===== src/rtl/cpu_types_pkg.sv =====
// rtl/cpu_types_pkg.sv - shared CPU types: register index and pipeline control FSM states
package cpu_types_pkg;

    typedef logic [4:0] regbits_t;

    // RUN:    no completed data access is being held
    // SERVED: the data access finished but the pipeline is still frozen on ihit
    // HALT:   terminal until reset
    typedef enum logic [1:0] {
        RUN    = 2'd0,
        SERVED = 2'd1,
        HALT   = 2'd2
    } ctrl_state_t;

endpackage


===== src/rtl/pipeline_control_unit_sat_counter.sv =====
// rtl/pipeline_control_unit_sat_counter.sv - saturating up-counter
//   CLK, nRST : clock, async active-low reset
//   en_i      : count this cycle
//   count_o   : current count, sticks at all-ones
module saturating_counter #(
    parameter int W = 32
) (
    input  logic         CLK,
    input  logic         nRST,
    input  logic         en_i,
    output logic [W-1:0] count_o
);

    logic [W-1:0] count_q;

    always_ff @(posedge CLK or negedge nRST) begin
        if (!nRST)
            count_q <= '0;
        else if (en_i && (count_q != {W{1'b1}}))
            count_q <= count_q + {{(W-1){1'b0}}, 1'b1};
    end

    assign count_o = count_q;

endmodule


===== src/rtl/pipeline_control_unit.sv =====
// rtl/pipeline_control_unit.sv - stall/flush controller for the 5-stage pipeline
//   CLK, nRST            : clock, async active-low reset
//   ihit, dhit           : instruction / data access complete
//   mem_dREN, mem_dWEN   : memory request held in EX/MEM
//   ex_dREN, ex_wsel     : load in EX and its destination
//   id_rs, id_rt         : sources of the instruction in ID
//   ex_redirect          : taken branch/jump resolved in EX
//   wb_halt              : halt reached WB
//   pc_en, *_en, *_flush : pipeline register controls
//   exmem_clearMemReq    : drop EX/MEM request and capture memData
//   halted               : core halted
//   stall_cycles         : frozen-pipeline cycle count
module pipeline_control_unit
    import cpu_types_pkg::*;
#(
    parameter int CNT_W = 32
) (
    input  logic             CLK,
    input  logic             nRST,
    input  logic             ihit,
    input  logic             dhit,
    input  logic             mem_dREN,
    input  logic             mem_dWEN,
    input  logic             ex_dREN,
    input  regbits_t         ex_wsel,
    input  regbits_t         id_rs,
    input  regbits_t         id_rt,
    input  logic             ex_redirect,
    input  logic             wb_halt,
    output logic             pc_en,
    output logic             ifid_en,
    output logic             idex_en,
    output logic             exmem_en,
    output logic             memwb_en,
    output logic             ifid_flush,
    output logic             idex_flush,
    output logic             exmem_flush,
    output logic             memwb_flush,
    output logic             exmem_clearMemReq,
    output logic             halted,
    output logic [CNT_W-1:0] stall_cycles
);

    ctrl_state_t state_q, state_d;

    logic mem_req, mem_ok, advance, load_use;

    assign mem_req  = mem_dREN | mem_dWEN;
    // A held SERVED access satisfies the memory stage even though the
    // EX/MEM request bits are still visible to us.
    assign mem_ok   = !mem_req | dhit | (state_q == SERVED);
    assign advance  = ihit & mem_ok & (state_q != HALT);
    assign load_use = ex_dREN & (ex_wsel != 5'd0) &
                      ((ex_wsel == id_rs) | (ex_wsel == id_rt));

    always_comb begin
        pc_en             = 1'b0;
        ifid_en           = 1'b0;
        idex_en           = 1'b0;
        exmem_en          = 1'b0;
        memwb_en          = 1'b0;
        ifid_flush        = 1'b0;
        idex_flush        = 1'b0;
        exmem_flush       = 1'b0;
        memwb_flush       = 1'b0;
        exmem_clearMemReq = 1'b0;
        halted            = (state_q == HALT);
        state_d           = state_q;

        if (state_q != HALT) begin
            if (advance) begin
                pc_en    = 1'b1;
                ifid_en  = 1'b1;
                idex_en  = 1'b1;
                exmem_en = 1'b1;
                memwb_en = 1'b1;
                // Redirect squashes the ID instruction, so a load-use
                // bubble against it would be pointless.
                if (ex_redirect) begin
                    ifid_flush = 1'b1;
                    idex_flush = 1'b1;
                end else if (load_use) begin
                    pc_en      = 1'b0;
                    ifid_en    = 1'b0;
                    idex_flush = 1'b1;
                end
            end else begin
                // Frozen: keep WB from retiring the same result again.
                memwb_flush = 1'b1;
            end

            if (state_q == RUN && dhit && mem_req && !advance) begin
                exmem_clearMemReq = 1'b1;
                state_d           = SERVED;
            end else if (state_q == SERVED && advance) begin
                state_d = RUN;
            end

            if (wb_halt)
                state_d = HALT;
        end
    end

    always_ff @(posedge CLK or negedge nRST) begin
        if (!nRST)
            state_q <= RUN;
        else
            state_q <= state_d;
    end

    saturating_counter #(.W(CNT_W)) u_stall_cnt (
        .CLK     (CLK),
        .nRST    (nRST),
        .en_i    (!advance && (state_q != HALT)),
        .count_o (stall_cycles)
    );

endmodule


===== config.mk =====
export PLATFORM = sky130hd
export DESIGN_NAME = pipeline_control_unit
export DESIGN_NICKNAME = d
export VERILOG_FILES = /design/src/rtl/cpu_types_pkg.sv /design/src/rtl/pipeline_control_unit_sat_counter.sv /design/src/rtl/pipeline_control_unit.sv
export SDC_FILE = /design/constraint.sdc
export NUM_CORES = 1
export LEC_CHECK = 0
export BUFFER_PORTS_ARGS = -buffer_cell sky130_fd_sc_hd__buf_4
export CORE_MARGIN = 1.5
export CORE_UTILIZATION = 50
export DETAILED_ROUTE_END_ITERATION = 10
export PLACE_DENSITY = 0.76
export RECOVER_POWER = 50
export SLEW_MARGIN = 20
export SYNTH_ARGS = -nofsm -noshare
export SYNTH_HDL_FRONTEND = slang
export SYNTH_HIERARCHICAL = 1
export SYNTH_SLANG_ARGS = --single-unit

===== constraint.sdc =====
create_clock -name CLK -period 2.8 [get_ports CLK]
set_input_delay 0.14 -clock CLK [delete_from_list [all_inputs] [get_ports CLK]]
set_output_delay 0.14 -clock CLK [all_outputs]
set_load 0.05 [all_outputs]

After elaboration in Yosys (flattened, before gate mapping)

Cells that the tools add are included.

Bits of input ports: 24
Output and inout bits: 43
Logic and storage cells: 49
Register bits after elaboration: 34

Reduce and logical (&&, ||, !) cells: 12
Bitwise operators: 8
Multiplexer cells: 20
Add/sub/neg operators: 1
Equal/unequal tests: 6

Operators by type and width:

| kind                                          | number |
|---|---|
| adder 32 x 1 -> 32 bit, second input constant | 1 |
| inequality test 32 bit, second input constant | 1 |
| two-way mux 1 bit                             | 17 |
| == test 5 bit                                 | 2 |
| logical AND 1 bit                             | 6 |
| two-way mux 2 bit                             | 3 |
| nonzero test 5 bit                            | 1 |
| bitwise AND 1 bit                             | 4 |
| bitwise OR 1 bit                              | 4 |
| nonzero test 3 bit                            | 1 |
| == test 2 x 1 -> 1 bit, second input constant | 1 |
| == test 2 bit, second input constant          | 1 |
| zero test 1 bit                               | 2 |
| zero test 2 bit                               | 1 |
| inequality test 2 bit, second input constant  | 1 |
| AND reduction 2 bit                           | 1 |

Logic depth before layout (Yosys ltp)

Gate-level depths: netlist (run 1).

Depth in word-level cells: 10
Mapped depth: 9
Depth with buffers taken out: 8

Cells and area by module

Netlist (run 1), hierarchy kept.

By module, submodules not included:

| module                | area each (um2) | cells each | times used | seq. area each (um2) |
|---|---|---|---|---|
| saturating_counter    | 1,624.1         | 151        | 1          | 800.8 |
| pipeline_control_unit | 320.3           | 43         | 1          | 50.0 |

Worst setup path after synthesis (run 1)

OpenSTA, ideal clock, no wires.

Kind: flip-flop to flip-flop
From: reg state_q[1]
To: reg u_stall_cnt.count_q[29], in the netlist u_stall_cnt/count_o[29]
Required time: 2.718 ns
Slack: -0.188 ns
Buffers on the path: 1
Library setup time: 0.082 ns
Period minus slack after synthesis: 2.988 ns
Data arrival time: 2.906 ns
Stages on the path, launching flop included: 10
Cells stage by stage: dfrtp_1 -> inv_1 -> nor2_1 -> a21oi_1 -> and3_1 -> nor2b_1 -> clkbuf_1 -> nand4_1 -> nor4_2 -> xor2_1

Longest elaborated chain between the ends: 7
Elaborated cells between the ends (all ways): 8
Classes of those cells: 2 x eq/ne; 3 x bitwise; 3 x reduce/logical

Ends and longest elaborated chain:

| item                            | RTL line                                | RTL |
|---|---|---|
| from (decl)                     | pipeline_control_unit.sv:44             | `ctrl_state_t state_q, state_d;` |
| from (signal assigned)          | pipeline_control_unit.sv:108            | `state_q <= state_d;` |
| == test 2 x 1 -> 1 bit          | pipeline_control_unit.sv:51             | `assign mem_ok = !mem_req \| dhit \| (state_q == SERVED);` |
| bitwise OR 1 bit                | pipeline_control_unit.sv:51             |  |
| bitwise AND 1 bit (2 in series) | pipeline_control_unit.sv:52             | `assign advance = ihit & mem_ok & (state_q != HALT);` |
| zero test 1 bit                 | pipeline_control_unit.sv:114            | `.en_i (!advance && (state_q != HALT)),` |
| logical AND 1 bit (*)           | pipeline_control_unit.sv:114            |  |
| logical AND 1 bit (*)           | pipeline_control_unit_sat_counter.sv:19 | `else if (en_i && (count_q != {W{1'b1}}))` |
| to (signal assigned)            | pipeline_control_unit_sat_counter.sv:20 | `count_q <= count_q + {{(W-1){1'b0}}, 1'b1};` |
| to (decl)                       | pipeline_control_unit_sat_counter.sv:14 | `logic [W-1:0] count_q;` |

Mark *: on every way between the ends. The rest lies on a longest branch, timed or not.
A chain may end at the register's enable or synchronous reset.

Worst setup path in the final report (run 1)

Ends and elaborated chain as after synthesis.

==> run_results.csv, run 1 <==
group,metric,value,unit
place,gp_congestion,0.8303,
sta,min_period,2.469,ns
die,die-area,4272,sq um
sta,slew_headroom,-18.16,%
global_route,first_global_vias,1684,
global_route,grt_pass1_wl,7824,microns
synth,yosysTopAreaCell,"dfrtp_1",
die,core_area,3689,sq um
synth,async_reset_ff_share,100.0,%
synth,syn-cell-area,1944,sq um
final_layout,nets,286,
global_route,grtUsageTotal,23.83,%
outcome,failed_checks,"capacitance limit, slew limit",
worst_setup_path,critPathLaunchType,"flip-flop",
sta,worst_slew_pin_slew,1.772,ns
sta,setup_violations,0,
sta,fmax,0.4050,GHz
synth,syn_inst,194,
global_route,met1_usage,31.28,%
synth,ys_ff_latch,34,
flow_run,max_cap_violations,1,
global_route,grt.overflow.total,0,
synth,netlist_top_cells_area,"dfrtp_1 44%, xnor2_1 11%, xor2_1 6.8%",
synth,synth.most_common_cell,"dfrtp_1",
sta,rsz0062_at_grt,"no",
route,wl_per_cell,15.11,microns
global_route,grt.met2_usage,38.78,%
route,drc,0,
cts,clk_latency,0.29,ns
sta,hold_slack,0.05757,ns
sta,period_share,88.19,%
cts,h-tree-depth,2,
cts,cts_tree,"yes",
die,initial_core_util,52.71,%
global_route,antenna_found_initial,0,
worst_setup_path,max_stage_delay,0.55,ns
worst_setup_path,crit_type,"reg2reg",
worst_setup_path,crit_fanout,7,
synth,ys_warn_count,6,
power_and_ir_drop,powerDensity,458.7,nW/um^2
final_layout,drive_gt1_share,25.95,%
cts,clock_tree.root_cell,"clkbuf_8",
sta,finalSetupTns,0,ns
worst_setup_path,crit_chain,"inv_1, a21o_1, a21oi_2, and3_1, nor2b_1, nand4_1, nor4_2, xor2_1",
final_layout,num_antenna_cells,0,
global_route,top_usage_layer,"met2",
global_route,grt_max_degree,35,
cts,hold_buffers,1,
final_layout,area_delta_synth_final,29.79,%
sta,finalMaxSlewViolations,35,
synth,synth_nets,219,
sta,finClkSkew,0.006736,ns
worst_setup_path,cp_slowest_cell,"nor2b_1",
cts,cts.sinks,34,
worst_setup_path,endpoint_kind,"flip-flop",
route,drt-total-wl,4683,microns
die,ios,67,
cts,cts_buffers,5,
route,num_vias,1727,
die,die_h,65.36,microns
route,viasPerCell,5.571,
worst_setup_path,arrival,2.68,ns
die,die_x,65.36,microns
global_route,use_met3,5.822,%
route,ant_nets,0,
route,drt_iter0_drc,107,
synth,netlist.area_leader.share,43.76,%
place,io_buffers,65,
place,dp_hpwl,3510,microns
sta,hold_viol_final,0,
synth,synth_ff_type,"dfrtp_1",
min_path,hp-class,"in2reg",
synth,avgSynthCellArea,10.02,sq um
route,firstDrtPassIters,4,
outcome,status,"finished with violations",
worst_setup_path,required,3.01,ns
synth,synth_common_cells,"34 x dfrtp_1, 24 x xnor2_1, 18 x nand2_1, 16 x nand3_1",
synth,synth_edf_count,0,
synth,ys_seq_area_share,43.76,%
power_and_ir_drop,ir_drop,0.0003813,V
cts,cts_resized,0,
cts,clock_path_buffers,2,
cts,cts_setup_buffers,0,
synth,synth_cell_types,42,
power_and_ir_drop,p_leak,0.001136,uW
cts,clk_pin_slew,0.07,ns
die,rows,22,
## sequential cells by signal, indices dropped and copies added, names as in the netlist
name	count
state_q	2
u_stall_cnt/count_o	32
## area by class of cell
class,instances,area (sq um)
clock buffer,5,68.82
clock inverter,3,68.82
fill,331,1165
inverter,4,15.01
multi-input combinational,150,1037
sequential,34,850.8
tap,48,60.06
timing repair buffer,66,422.9
## worst max-delay path: cells and delay by family (launching register included)
family | cells | cell delay [ns]
flops | 1 | 0.35
simple gates | 4 | 1.25
compound gates | 2 | 0.54
buf+inv | 1 | 0.08
xor+xnor | 1 | 0.18
## metrics by stage
| stage | std cells | util, % | cell area, sq um | total power [uW] | setup WS (ns) |
|---|---|---|---|---|---|
| 6_report | 310 | 68.42 | 2524 | 1158 | 0.3306 |
| 2_1_floorplan | 194 | - | 1948 | 574.2 | 0.1928 |
| 3_5_place_dp | 301 | 66.45 | 2451 | 633.5 | 0.3861 |
| 4_1_cts | 310 | 70.45 | 2599 | 1178 | 0.3566 |
| 5_1_grt | 310 | 68.42 | 2524 | 1201 | 0.1791 |
| 3_3_place_gp | 301 | 66.45 | 2451 | 631.3 | 0.4682 |
## cells by family (layout without fill, tap and decap cells)
kind of cell / Yosys count / count (layout) / synth area share (%)
flops: 34 / 34 / 43.76
mux: 2 / 2 / 1.158
compound gates: 15 / 15 / 6.114
xor+xnor: 39 / 39 / 17.57
buf+inv: 10 / 78 / 3.088
other cells: 1 / 1 / 0.1929
simple gates: 91 / 91 / 26.96
fa+ha+maj: 2 / 2 / 1.158
## placed cells by master (no fill, tap or decap), types with 14 or more instances in the layout
cell type,netlist,layout
buf_4,4,45
dfrtp_1,34,34
xnor2_1,24,24
clkbuf_1,1,20
nand2_1,18,18
nand3_1,16,16
xor2_1,15,15
nand4_1,15,15
nor2_1,14,14
## routing by layer
layer / up-vias / share of wire, % / routed length [microns]
met5: - / 0 / 0
met4: 0 / 0.92 / 43
met3: 6 / 6.8 / 319
met2: 69 / 48 / 2263
met1: 824 / 44 / 2056
li1: 828 / - / -
## final timing paths
path	cells past startpoint	slack (ns)	end	start
min in group asynchronous	2	0.86	u_stall_cnt/count_o[28]	nRST
worst max register to register	8	0.33	u_stall_cnt/count_o[29]	state_q[1]
worst min register to register	1	0.48	state_q[1]	state_q[1]
worst max-delay path	8	0.33	u_stall_cnt/count_o[29]	state_q[1]
max in group asynchronous	2	0.91	u_stall_cnt/count_o[11]	nRST
worst min-delay path	2	0.06	state_q[1]	wb_halt
## report_power, final
group | internal, uW | switching [uW] | leakage, uW
logic | 41.0 | 67.6 | 0.000600
clock network | 357 | 184 | 0.0000683
registers | 499 | 9.27 | 0.000467
total | 896 | 261 | 0.00114
No activity file was read; power rests on OpenSTA's default activity.
==> inputs of run 2 (changes only) <==
--- a/config.mk
+++ b/config.mk
@@ -9,6 +9,8 @@
 export CORE_MARGIN = 1.5
 export CORE_UTILIZATION = 50
 export DETAILED_ROUTE_END_ITERATION = 10
+export GPL_TIMING_DRIVEN = 0
+export MAX_ROUTING_LAYER = met4
 export PLACE_DENSITY = 0.76
 export RECOVER_POWER = 50
 export SLEW_MARGIN = 20
==> run 2 against run 1 <==
Effect of this change: the flow still finishes with violations (capacitance limit, slew limit); die area unchanged; sequential share of layout area up 0.17 points; setup slack better by 0.18 ns; via count down 0.17%; first-iteration DRC count up 6.5%; utilization down 0.34 points; routed wire length down 0.43%.
==> run_results.csv, run 2 (synthesized netlist as in run 1, its figures left out) <==
group,metric,value,unit
global_route,grt_max_degree,35,
die,core_area,3689,sq um
die,initial_core_util,52.71,%
sta,hold_viol_final,0,
min_path,hold_depth,2,
worst_setup_path,reg2reg_slack,0.51,ns
power_and_ir_drop,p_leak,0.001134,uW
route,viasPerCell,5.473,
power_and_ir_drop,ir_drop,0.0002837,V
worst_setup_path,r2r_end,"u_stall_cnt/count_o[29]",
place,place_ws,0.5426,ns
sta,worst_slew_pin_slew,1.777,ns
route,firstDrtPassIters,4,
global_route,grt.met2_usage,37.63,%
min_path,hp-class,"in2reg",
final_layout,area_delta_synth_final,29.15,%
cts,cts.sinks,34,
sta,fmax,0.4361,GHz
final_layout,final_common_cell,"buf_4",
final_layout,final_cell_count_no_fill,315,
sta,finalMaxSlewViolations,35,
die,rows,22,
worst_setup_path,crit_type,"reg2reg",
worst_setup_path,critPathLaunchType,"flip-flop",
min_path,min_from,"wb_halt",
power_and_ir_drop,powerDensity,382.8,nW/um^2
cts,cts_tree,"yes",
global_route,grtUsageTotal,23.80,%
route,num_vias,1724,
final_layout,num_antenna_cells,0,
place,gp_congestion,0.7886,
cts,clock_tree.root_cell,"clkbuf_8",
power_and_ir_drop,power,961.2,uW
sta,slew_headroom,-18.47,%
min_path,hold_end,"state_q[1]",
global_route,top_usage_layer,"met2",
cts,cts_setup_buffers,0,
worst_setup_path,max_stage_delay,0.36,ns
final_layout,largest_reg_flops,32,
route,drt-total-wl,4663,microns
final_layout,drive_gt1_share,26.59,%
worst_setup_path,arrival,2.50,ns
sta,finalSetupTns,0,ns
route,drt_iter0_drc,114,
worst_setup_path,worstRegToRegCells,9,
place,io_buffers,65,
route,ant_nets,0,
global_route,use_met3,5.479,%
die,ios,67,
sta,finClkSkew,0.004881,ns
global_route,antenna_found_initial,0,
sta,min_period,2.293,ns
worst_setup_path,crit_chain,"inv_1, a21o_1, a21oi_2, and3_1, nor2b_1, clkbuf_1, nand4_1, nor4_2, xor2_1",
cts,clk_pin_slew,0.06,ns
sta,setup_violations,0,
cts,cts_resized,0,
worst_setup_path,cp_slowest_cell,"clkbuf_1",
cts,h-tree-depth,2,
flow_run,max_cap_violations,1,
die,die_h,65.36,microns
place,dp_hpwl,3472,microns
route,wl_per_cell,14.80,microns
route,drc,0,
cts,hold_buffers,1,
outcome,status,"finished with violations",
final_layout,final_cell_mix,"49 x buf_4, 34 x dfrtp_1, 24 x xnor2_1",
place,placedCellCount,307,
worst_setup_path,required,3.01,ns
cts,cts_buffers,5,
outcome,failed_checks,"capacitance limit, slew limit",
worst_setup_path,endpoint_kind,"flip-flop",
die,die-area,4272,sq um
sta,period_share,81.89,%
worst_setup_path,crit_fanout,7,
worst_setup_path,r2r-start,"state_q[1]",
global_route,grt.overflow.total,0,
global_route,first_global_vias,1613,
cts,clk_latency,0.28,ns
global_route,met1_usage,29.81,%
final_layout,nets,292,
global_route,grt_pass1_wl,7548,microns
cts,clock_path_buffers,2,
die,die_x,65.36,microns
sta,rsz0062_at_grt,"no",
sta,worst_slack,0.5071,ns
-- run 2: cell types whose count changed in the layout (fill, tap and decap cells not counted), sizes merged --
cell,delta
clkinvlp,+1
buf,+5
clkinv,-1
clkbuf,+2
bufinv,-2
-- run 2: area by class of cell --
type                       count  area [sq um]
fill                         329          1177
multi-input combinational    150          1037
sequential                    34         850.8
timing repair buffer          66         422.9
clock buffer                   6         72.57
tap                           48         60.06
buffer                         6         45.04
inverter                       4         15.01
clock inverter                 1         7.507
-- run 2: how the worst max path moves through the flow --
stage / start / slack (ns) / cells past startpoint / to
detailed placement: dhit / 0.54 / 10 / u_stall_cnt/count_o[29]
global placement: state_q[1] / 0.56 / 9 / u_stall_cnt/count_o[29]
finish: state_q[1] / 0.51 / 9 / u_stall_cnt/count_o[29]
CTS: state_q[1] / 0.52 / 9 / u_stall_cnt/count_o[29]
global route: state_q[1] / 0.40 / 9 / u_stall_cnt/count_o[29]
floorplan: state_q[0] / 0.19 / 7 / u_stall_cnt/count_o[15]
-- run 2: routing by layer --
metal	vias to the layer above	part of all wire, %
li1	842	-
met1	802	42
met2	69	48
met3	11	7.4
met4	0	1.7
met5	-	0
-- run 2: critical path: cells and delay by family (launching register included) --
| family | cells | cell delay, ns |
|---|---|---|
| flip-flops | 1 | 0.34 |
| AO/OA/AOI/OAI | 2 | 0.53 |
| buffers and inverters | 2 | 0.44 |
| XOR/XNOR | 1 | 0.17 |
| AND/OR/NAND/NOR | 4 | 0.73 |
-- run 2: per-stage QoR --
step | hold slack [ns] | util (%) | instance area (sq um)
finish | 0.06430 | 68.08 | 2511
global placement | 0.1048 | 67.67 | 2496
detailed placement | 0.1109 | 67.67 | 2496
floorplan | -0.1556 | - | 1948
CTS | 0.06095 | 70.12 | 2586
global route | 0.06129 | 68.08 | 2511
-- run 2: where the power goes --
| part | leakage (uW) | total, uW | switching, uW | internal (uW) |
|---|---|---|---|---|
| clock network | 0.0000373 | 340 | 169 | 170 |
| logic | 0.000629 | 113 | 70.4 | 42.9 |
| registers | 0.000467 | 508 | 9.42 | 499 |
| total | 0.00113 | 961 | 249 | 712 |
==> inputs of run 3 (changes only) <==
--- a/config.mk
+++ b/config.mk
@@ -5,13 +5,14 @@
 export SDC_FILE = /design/constraint.sdc
 export NUM_CORES = 1
 export LEC_CHECK = 0
+export ABC_AREA = 1
 export BUFFER_PORTS_ARGS = -buffer_cell sky130_fd_sc_hd__buf_4
 export CORE_MARGIN = 1.5
-export CORE_UTILIZATION = 50
+export CORE_UTILIZATION = 49
 export DETAILED_ROUTE_END_ITERATION = 10
 export GPL_TIMING_DRIVEN = 0
 export MAX_ROUTING_LAYER = met4
-export PLACE_DENSITY = 0.76
+export PLACE_DENSITY = 0.74
 export RECOVER_POWER = 50
 export SLEW_MARGIN = 20
 export SYNTH_ARGS = -nofsm -noshare
==> constraint.sdc (replaced) <==
create_clock -name CLK -period 2.1 [get_ports CLK]
set_input_delay 0.105 -clock CLK [delete_from_list [all_inputs] [get_ports CLK]]
set_output_delay 0.105 -clock CLK [all_outputs]
set_load 0.05 [all_outputs]
==> run 3 against run 2 <==
Effect of this change: the run now ends clean; final cell count rose by 80%; total power rose by 150%; combinational power rose to 9.6 times the previous value; hold slack got worse by 0.039 ns; die area rose by 36%; clock power rose by 47%; register-to-register slack got worse by 0.33 ns; non-clock buffer count rose by 8; critical path type unchanged; largest cell class unchanged; highest routed layer unchanged.
==> run_results.csv, run 3 <==
group,metric,value,unit
place,place_ws,-0.01374,ns
sta,worst_slew_pin_slew,0.8600,ns
worst_setup_path,crit_type,"reg2reg",
global_route,grtUsageTotal,26.34,%
route,drt_iter0_drc,206,
sta,setup_violations,0,
cts,cts.sinks,34,
place,gp_congestion,0.9474,
min_path,hp-class,"in2reg",
route,drt-total-wl,6954,microns
final_layout,drive_gt1_share,19.88,%
synth,synth_edf_count,0,
synth,ys_ff_latch,34,
final_layout,multiInputGateArea,1521,sq um
synth,syn-cell-area,2626,sq um
die,die-area,5808,sq um
synth,ys_warn_count,6,
synth,async_reset_ff_share,100.0,%
final_layout,fill_cells,564,
sta,finalMaxSlewViolations,0,
global_route,grt_pass1_wl,11990,microns
cts,clk_pin_slew,0.07,ns
worst_setup_path,critPathLaunchType,"flip-flop",
sta,hold_viol_final,0,
worst_setup_path,required,2.28,ns
synth,synth_top_family_by_area,"simple AND/OR/NAND/NOR gates",
worst_setup_path,worstRegToRegCells,9,
die,initial_core_util,51.10,%
final_layout,num_antenna_cells,0,
power_and_ir_drop,powerDensity,726.0,nW/um^2
route,drc,0,
sta,fmax,0.5189,GHz
cts,clock_path_buffers,2,
worst_setup_path,arrival,2.10,ns
sta,rsz0062_at_grt,"no",
sta,worst_slack,0.1729,ns
synth,synth.most_common_cell,"nand2_1",
synth,synth.area.mux_share,0,%
global_route,first_global_vias,2541,
route,num_vias,2820,
sta,period_share,91.77,%
synth,synth-simple-area-share,50.83,%
die,core_area,5140,sq um
final_layout,seqCellArea,850.8,sq um
final_layout,largest_reg_flops,32,
die,die_h,76.21,microns
synth,synth_cell_types,27,
flow_run,max_cap_violations,0,
place,dp_hpwl,5348,microns
final_layout,final_common_cell,"nand2_1",
synth,synth_common_cells,"171 x nand2_1, 60 x nor2_1, 49 x inv_1, 34 x dfrtp_1, 26 x nand3_1",
synth,ys_seq_area_share,32.40,%
route,wl_per_cell,12.24,microns
synth,synth_adder_area_share,0.4764,%
min_path,hold_depth,2,
power_and_ir_drop,power,2384,uW
global_route,antenna_found_initial,0,
synth,synth_compound_area_share,2.239,%
final_layout,nets,522,
route,ant_nets,0,
synth,synth_ff_type,"dfrtp_1",
global_route,grt.overflow.total,0,
sta,min_period,1.927,ns
worst_setup_path,endpoint_kind,"flip-flop",
power_and_ir_drop,p_leak,0.001603,uW
worst_setup_path,r2r-start,"state_q[0]",
synth,yosysTopAreaCell,"dfrtp_1",
worst_setup_path,reg2reg_slack,0.17,ns
cts,cts_tree,"yes",
outcome,status,"finished, final reports clean",
synth,synthXorXnorAreaFrac,3.335,%
final_layout,final_cell_mix,"171 x nand2_1, 55 x nor2_1, 53 x buf_4",
synth,synth_nets,444,
die,rows,26,
worst_setup_path,r2r_end,"u_stall_cnt/count_o[27]",
die,die_x,76.21,microns
synth,avgSynthCellArea,6.268,sq um
route,viasPerCell,4.965,
cts,h-tree-depth,2,
min_path,hold_end,"state_q[0]",
min_path,min_from,"wb_halt",
die,ios,67,
final_layout,post-route-util,63.88,%
synth,netlist_top_cells_area,"dfrtp_1 32%, nand2_1 24%, nor2_1 8.6%",
cts,clock_tree.root_cell,"clkbuf_8",
sta,slew_headroom,42.67,%
global_route,grt_max_degree,35,
route,firstDrtPassIters,5,
place,io_buffers,65,
synth,netlist.area_leader.share,32.40,%
final_layout,area_delta_synth_final,25.01,%
power_and_ir_drop,ir_drop,0.0006755,V
sta,finClkSkew,0.005697,ns
synth,syn_inst,419,
cts,cts_buffers,5,
worst_setup_path,crit_fanout,6,
cts,clk_latency,0.28,ns
-- run 3: cell count changes in the layout (fill, tap and decap cells not counted), sizes merged, moves of 7 or more --
cell    change
xnor2      -15
nor2       +53
buf         +7
xor2       -14
nand3      +11
inv        +47
nand3b      +7
nand2     +168
-- run 3: how the worst max path moves through the flow --
stage / start / slack (ns) / to / cells past startpoint
final: state_q[0] / 0.17 / u_stall_cnt/count_o[27] / 9
after global routing: state_q[0] / 0.01 / u_stall_cnt/count_o[22] / 10
after detailed placement: state_q[0] / -0.01 / u_stall_cnt/count_o[18] / 10
after global placement: state_q[0] / 0.01 / u_stall_cnt/count_o[26] / 10
after floorplan: state_q[1] / 0.02 / u_stall_cnt/count_o[26] / 10
after CTS: state_q[0] / 0.04 / u_stall_cnt/count_o[22] / 10
-- run 3: worst max-delay path: stages, from the launching register on --
cell and delay [ns]:
dfrtp_1 0.43, nand2_2 0.10, nand3_2 0.12, a21oi_4 0.22, buf_4 0.15, nand3_1 0.10
nor2_1 0.43, nand3_1 0.13, nand2_1 0.08, nand2_1 0.04
-- run 3: area by class of cell --
type	instances	area share, %
Buffer	9	2.630
Clock buffer	7	2.630
Clock inverter	1	0.1524
Inverter	51	5.831
Multi-Input combinational cell	325	46.34
Sequential cell	34	25.91
Tap cell	70	2.668
Timing Repair Buffer	71	13.83
-- run 3: power breakdown --
part,total (uW),internal [uW],switching (uW)
registers,796,715,81.6
clock network,499,264,234
logic,1090,356,732
total,2380,1340,1050
-- run 3: logic make-up (layout without fill, tap and decap cells) --
kind of cell             after synthesis  count (layout)
AO/OA/AOI/OAI                         10              10
XOR/XNOR                              10              10
adder cells (fa/ha/maj)                1               1
buffers and inverters                 60             139
flip-flops                            34              34
other                                  1               1
AND/OR/NAND/NOR                      303             303
-- run 3: metal layers --
layer	track usage [%]	vias up	wire, microns
met3	3.832	6	290
met4	5.185	0	38
met2	41.07	70	3241
li1	-	1440	-
met5	-	-	0
met1	36.75	1304	3383
-- run 3: through the flow --
| stage | area, sq um | std cells | hold slack [ns] | TNS (ns) |
|---|---|---|---|---|
| finish | 3283 | 568 | 0.02504 | 0 |
| global route | 3283 | 568 | 0.01771 | 0 |
| CTS | 3324 | 563 | 0.01558 | 0 |
| detailed placement | 3216 | 554 | 0.08294 | -0.02479 |
| global placement | 3216 | 554 | 0.07697 | 0 |
| floorplan | 2640 | 419 | -0.1906 | 0 |
-- run 3: what timing repair did --
| action | in CTS | in global routing |
|---|---|---|
| setup endpoints to repair | 3 | 7 |
| buffers inserted | 0 | 5 |
| hold buffers | 1 | 0 |
| hold endpoints to repair | 34 | 0 |
| resized for setup | 3 | 1 |
| pin swaps | 0 | 1 |
